### config.mk
export PLATFORM = sky130hd
export DESIGN_NAME = ram_dma_ctrl
export DESIGN_NICKNAME = d
export VERILOG_FILES = /design/src/rtl/ram_dma_pkg.sv /design/src/rtl/ram_dma_addr_gen.sv /design/src/rtl/ram_dma_ctrl.sv
export SDC_FILE = /design/constraint.sdc
export NUM_CORES = 1
export LEC_CHECK = 0
export ABC_AREA = 1
export BUFFER_PORTS_ARGS = -buffer_cell sky130_fd_sc_hd__buf_2
export CORE_AREA = 2 2 94 96
export DETAILED_ROUTE_END_ITERATION = 6
export DIE_AREA = 0 0 96 98
export GPL_TIMING_DRIVEN = 0
export PLACE_DENSITY = 0.79
export SLEW_MARGIN = 10
export SYNTH_ARGS = -nofsm -noshare
export SYNTH_HDL_FRONTEND = slang
export SYNTH_HIERARCHICAL = 1
export SYNTH_SLANG_ARGS = --single-unit
### constraint.sdc
create_clock -name clk -period 2.4 [get_ports clk]
set_input_delay 0.12 -clock clk [delete_from_list [all_inputs] [get_ports clk]]
set_output_delay 0.12 -clock clk [all_outputs]
set_load 0.01 [all_outputs]
### src/rtl/ram_dma_pkg.sv
// Shared types, sizes and the copy-length saturation rule for the RAM DMA sequencer.
package ram_dma_pkg;
    localparam int DEPTH = 64;
    localparam int AW    = 6;
    localparam int DW    = 32;
    localparam int MAW   = 16;

    typedef enum logic [2:0] {
        IDLE,
        READ,
        CAPT,
        WRITE,
        DONE
    } state_t;

    // Requests longer than the RAM are clipped to one full pass.
    function automatic logic [AW:0] sat_len(input logic [AW:0] len);
        return (len > (AW+1)'(DEPTH)) ? (AW+1)'(DEPTH) : len;
    endfunction
endpackage

### src/rtl/ram_dma_addr_gen.sv
// Copy bookkeeping: latched bases and length, word counter, and wrapping source/destination addresses.
module ram_dma_addr_gen
    import ram_dma_pkg::*;
(
    input  logic          clk,
    input  logic          reset_n,
    input  logic          load,
    input  logic          step,
    input  logic [AW-1:0] src_base,
    input  logic [AW-1:0] dst_base,
    input  logic [AW:0]   len,
    output logic [AW-1:0] rd_addr,
    output logic [AW-1:0] wr_addr,
    output logic          last
);
    localparam logic [AW:0] ONE = (AW+1)'(1);

    logic [AW-1:0] src_reg;
    logic [AW-1:0] dst_reg;
    logic [AW:0]   len_reg;
    logic [AW:0]   cnt_reg;

    always_ff @(posedge clk or negedge reset_n) begin
        if (!reset_n) begin
            src_reg <= '0;
            dst_reg <= '0;
            len_reg <= '0;
            cnt_reg <= '0;
        end else if (load) begin
            src_reg <= src_base;
            dst_reg <= dst_base;
            len_reg <= len;
            cnt_reg <= '0;
        end else if (step) begin
            cnt_reg <= cnt_reg + ONE;
        end
    end

    // AW-bit sums wrap naturally modulo DEPTH.
    assign rd_addr = src_reg + cnt_reg[AW-1:0];
    assign wr_addr = dst_reg + cnt_reg[AW-1:0];
    assign last    = (cnt_reg + ONE) == len_reg;
endmodule

### src/rtl/ram_dma_ctrl.sv
// Block-copy sequencer and host pass-through arbiter; sole master of the single-port RAM pins.
module ram_dma_ctrl
    import ram_dma_pkg::*;
(
    input  logic           clk,
    input  logic           reset_n,
    input  logic           start,
    input  logic [AW-1:0]  src_addr,
    input  logic [AW-1:0]  dst_addr,
    input  logic [AW:0]    length,
    output logic           busy,
    output logic           done,
    input  logic           h_req,
    input  logic           h_wen,
    input  logic [AW-1:0]  h_addr,
    input  logic [DW-1:0]  h_wdata,
    output logic           h_gnt,
    output logic [DW-1:0]  h_rdata,
    output logic           m_cen,
    output logic           m_wen,
    output logic [MAW-1:0] m_addr,
    output logic [DW-1:0]  m_din,
    input  logic [DW-1:0]  m_dout
);
    state_t        state_reg;
    logic [DW-1:0] data_q_reg;
    logic [AW:0]   len_sat;
    logic          load;
    logic          last;
    logic [AW-1:0] rd_addr;
    logic [AW-1:0] wr_addr;
    logic [AW-1:0] word_addr;

    assign len_sat = sat_len(length);
    assign load    = (state_reg == IDLE) && start && (len_sat != '0);

    ram_dma_addr_gen u_addr_gen (
        .clk      (clk),
        .reset_n  (reset_n),
        .load     (load),
        .step     (state_reg == WRITE),
        .src_base (src_addr),
        .dst_base (dst_addr),
        .len      (len_sat),
        .rd_addr  (rd_addr),
        .wr_addr  (wr_addr),
        .last     (last)
    );

    always_ff @(posedge clk or negedge reset_n) begin
        if (!reset_n) begin
            state_reg  <= IDLE;
            data_q_reg <= '0;
        end else begin
            case (state_reg)
                IDLE:    if (start) state_reg <= (len_sat != '0) ? READ : DONE;
                READ:    state_reg <= CAPT;
                CAPT: begin
                    data_q_reg <= m_dout;
                    state_reg  <= WRITE;
                end
                WRITE:   state_reg <= last ? DONE : READ;
                DONE:    state_reg <= IDLE;
                default: state_reg <= IDLE;
            endcase
        end
    end

    assign busy    = (state_reg == READ) || (state_reg == CAPT) || (state_reg == WRITE);
    assign done    = (state_reg == DONE);
    // Reset gates the host grant so the RAM pins stay quiet while reset_n is low.
    assign h_gnt   = reset_n && (state_reg == IDLE) && h_req;
    assign h_rdata = m_dout;

    always_comb begin
        m_cen     = 1'b0;
        m_wen     = 1'b0;
        word_addr = '0;
        m_din     = '0;
        case (state_reg)
            IDLE: if (h_gnt) begin
                m_cen     = 1'b1;
                m_wen     = h_wen;
                word_addr = h_addr;
                m_din     = h_wdata;
            end
            READ: begin
                m_cen     = 1'b1;
                word_addr = rd_addr;
            end
            WRITE: begin
                m_cen     = 1'b1;
                m_wen     = 1'b1;
                word_addr = wr_addr;
                m_din     = data_q_reg;
            end
            default: ;
        endcase
    end

    assign m_addr = {{(MAW-AW){1'b0}}, word_addr};
endmodule

==> run summary <==
total CTS buffers: 9
CP delay by family, top: adder cells
Fill cells: 750
Overall Global Routing Usage: 21.9%
Worst Path Required: 2280 ps
Leak: 2.90 nW
DRC viols: 0
layout cells sized above 1: 39.9%
FF-to-FF Start: state_reg[0]
grt met2 use: 37.7%
clock buffer depth: 2
fmax: 436 MHz
instance count of the mapped netlist: 435
final slew viol count: 0
Max-slew headroom: 48.3%
Worst-Margin Slew: 776 ps
detailed-route via count: 3691
CP peak stage delay: 490 ps
synth top area cells: dfrtp_1, nand2_1, buf_4, mux2_1, a22o_1
final critical-path required period: 2290 ps
Post-CTS Setup Repair Bufs: 0
CP most frequent cell: nand3_1
number of flops mapped to enable cells by yosys: 0
Max Fanout on Critical Path: 8
Cell Area, Synth: 0.00385 mm2
# setup viols final: 0
routed len/inst: 13.8 um
synthesized area per cell: 8.85 um2
outcome: finished with violations
failing checks: negative hold slack
initial antenna violation count: 1
H-tree levels: 3
Max Clock Skew: 10.5 ps
Setup TNS: 0 ps
starting DRC count in detailed routing: 167
area grow syn2layout: 35.5%
Port Buffers: 168
final wirelength: 10400 um
CP startpoint: u_addr_gen/cnt_reg[0]
Worst VDD drop: 0.000557 V
M3 GR Usage: 4.40%
share of the synthesized area in the top cell type: 39.6%
n_diodes: 0
share of the yosys chip area belonging to registers: 39.6%
Critical Path End Type: output pin
Die X: 96 um
most used routing layer: met2
CTS root buf: clkbuf_8
Starting Density: 45.5%
clk_lat worst skew: 340 ps
Yosys reg bits: 61
gr ovfl total: 0
synth cell count leaders: nand2_1, dfrtp_1, buf_4
Core Area: 0.00847 mm2
cells along the critical path: ha_1 -> fa_1 -> nand3_1 -> nand2_1 -> xor2_1 -> nand4_1 -> nand3_1 -> buf_2
count leader, synth: nand2_1
TritonCTS clock tree: yes
Pwr Density: 1130 mW/mm2
chip height: 98 um
drt pass-1 iters: 4
yosys warns: 6
hold_buf cts: 16
max reg flops: 32
Fin. Hold Viols: 61
Rows: 34
slack of the worst reg-to-reg path: 270 ps
GPL Wtd Cong: 0.900
# clock sinks: 61
Hold WS: -130 ps
ys flop type: dfrtp_1
CTS clk-pin slew, worst paths: 70 ps
Max Cap Viol: 0
vias per inst: 4.91
Final nets: 746
sequential standard cell area: 0.00153 mm2
RSZ-0062 raised after global routing: false
largest area contributor in the netlist: dfrtp_1
Post-DRT Antenna Nets: 0
vias in the first global route: 3495
# IOs: 179
Detailed Place HPWL: 8310 um
Unique masters post-synth: 31
GR Util met1: 26.5%
CP max-delay cell: dfrtp_2
Buf+Inv Stages, Crit Path: 1
hold crit path type: primary input to async pin
Multi-input gate area: 0.00180 mm2
Die Area: 0.00941 mm2
crit start category: register
largest net degree at the start of global routing: 63
final critical-path share of the clock period: 95.5%
critical path arrival: 2170 ps
Synth async-reset ratio: 100%
WS Path Type: register to output pin
global-route wire length before repair: 16100 um
layer usage:
metal | part of all wire [%] | vias up
li1 | - | 1808
met1 | 40 | 1702
met2 | 50 | 160
met3 | 8.1 | 19
met4 | 1.8 | 2
met5 | 0.14 | -
layout make-up:
class                      count  share of cell area [%]
inverter                      34                    2.45
multi-input combinational    289                    34.5
timing repair buffer         184                    19.2
clock buffer                  12                    2.78
sequential                    61                    29.3
tap                          108                    2.59
buffer                        60                    8.25
clock inverter                 4                   0.911
final timing paths:
check / end / depth (start not counted)
worst max-delay path: m_addr[4] / 8
worst min-delay path: u_addr_gen/len_reg[2] / 1
worst max register to register: u_addr_gen/dst_reg[0] / 11
worst min register to register: u_addr_gen/dst_reg[3] / 2
max in group asynchronous: u_addr_gen/cnt_reg[0] / 1
min in group clk: data_q_reg[17] / 2
worst register-to-register path, stage by stage (launching register included):
cell,delay [ps]
dfrtp_1,370
buf_2,180
inv_1,140
nand2_1,100
nor2_1,210
nand2_1,140
nor2_1,90
buf_2,180
clkinv_1,210
clkbuf_2,250
nand2_1,100
nand2_1,50
kinds of logic after synthesis:
kind of cell / count (synthesis) / share of synthesized area (%)
AND/OR/NAND/NOR: 163 / 17.9
buffers and inverters: 94 / 14.5
flip-flops: 61 / 39.6
AO/OA/AOI/OAI: 59 / 11.2
multiplexers: 32 / 9.36
adder cells (fa/ha/maj): 13 / 4.61
XOR/XNOR: 12 / 2.73
other: 1 / 0.0974
per-stage QoR:
stage	cell area (um2)	cells	power (mW)	utilization [%]	setup WS [ps]
after floorplan	3880	444	3.97	-	702
after global placement	4860	720	4.83	57.4	46.5
after detailed placement	4860	720	4.96	57.4	267
after CTS	5220	752	5.90	61.6	61.9
after global routing	5220	752	6.37	61.6	20.7
final	5220	752	5.88	61.6	109
layout by cell type, fill, tap and decap left out, types with 2 or more instances in the layout:
cell / n
dlygate4sd3_1: 16
nand3_1: 20
inv_1: 29
xnor2_1: 7
a21o_1: 2
clkinv_2: 2
nor2_1: 22
a31oi_1: 2
fa_1: 2
nand2_2: 3
a22o_1: 32
nand4_1: 10
buf_6: 3
nand2_1: 101
o21ai_0: 10
o22ai_1: 4
dfrtp_1: 60
clkbuf_1: 5
clkbuf_8: 10
a21oi_1: 7
mux2_2: 3
nor2_2: 5
conb_1: 10
xor2_1: 5
mux2_1: 29
buf_4: 47
ha_1: 11
inv_2: 4
buf_2: 174
where the power goes:
| group | switching [mW] | leakage (nW) | internal, mW |
|---|---|---|---|
| Sequential | 0.361 | 0.744 | 1.52 |
| Combinational | 1.67 | 2.06 | 1.42 |
| Clock | 0.405 | 0.0964 | 0.505 |
timing repair:
| action | in CTS | in global routing |
|---|---|---|
| endpoints found under the hold margin | 77 | 61 |
| resized for setup | 0 | 3 |
| setup endpoints to repair | 0 | 6 |
Note: power is estimated with default switching activity, not from simulation.
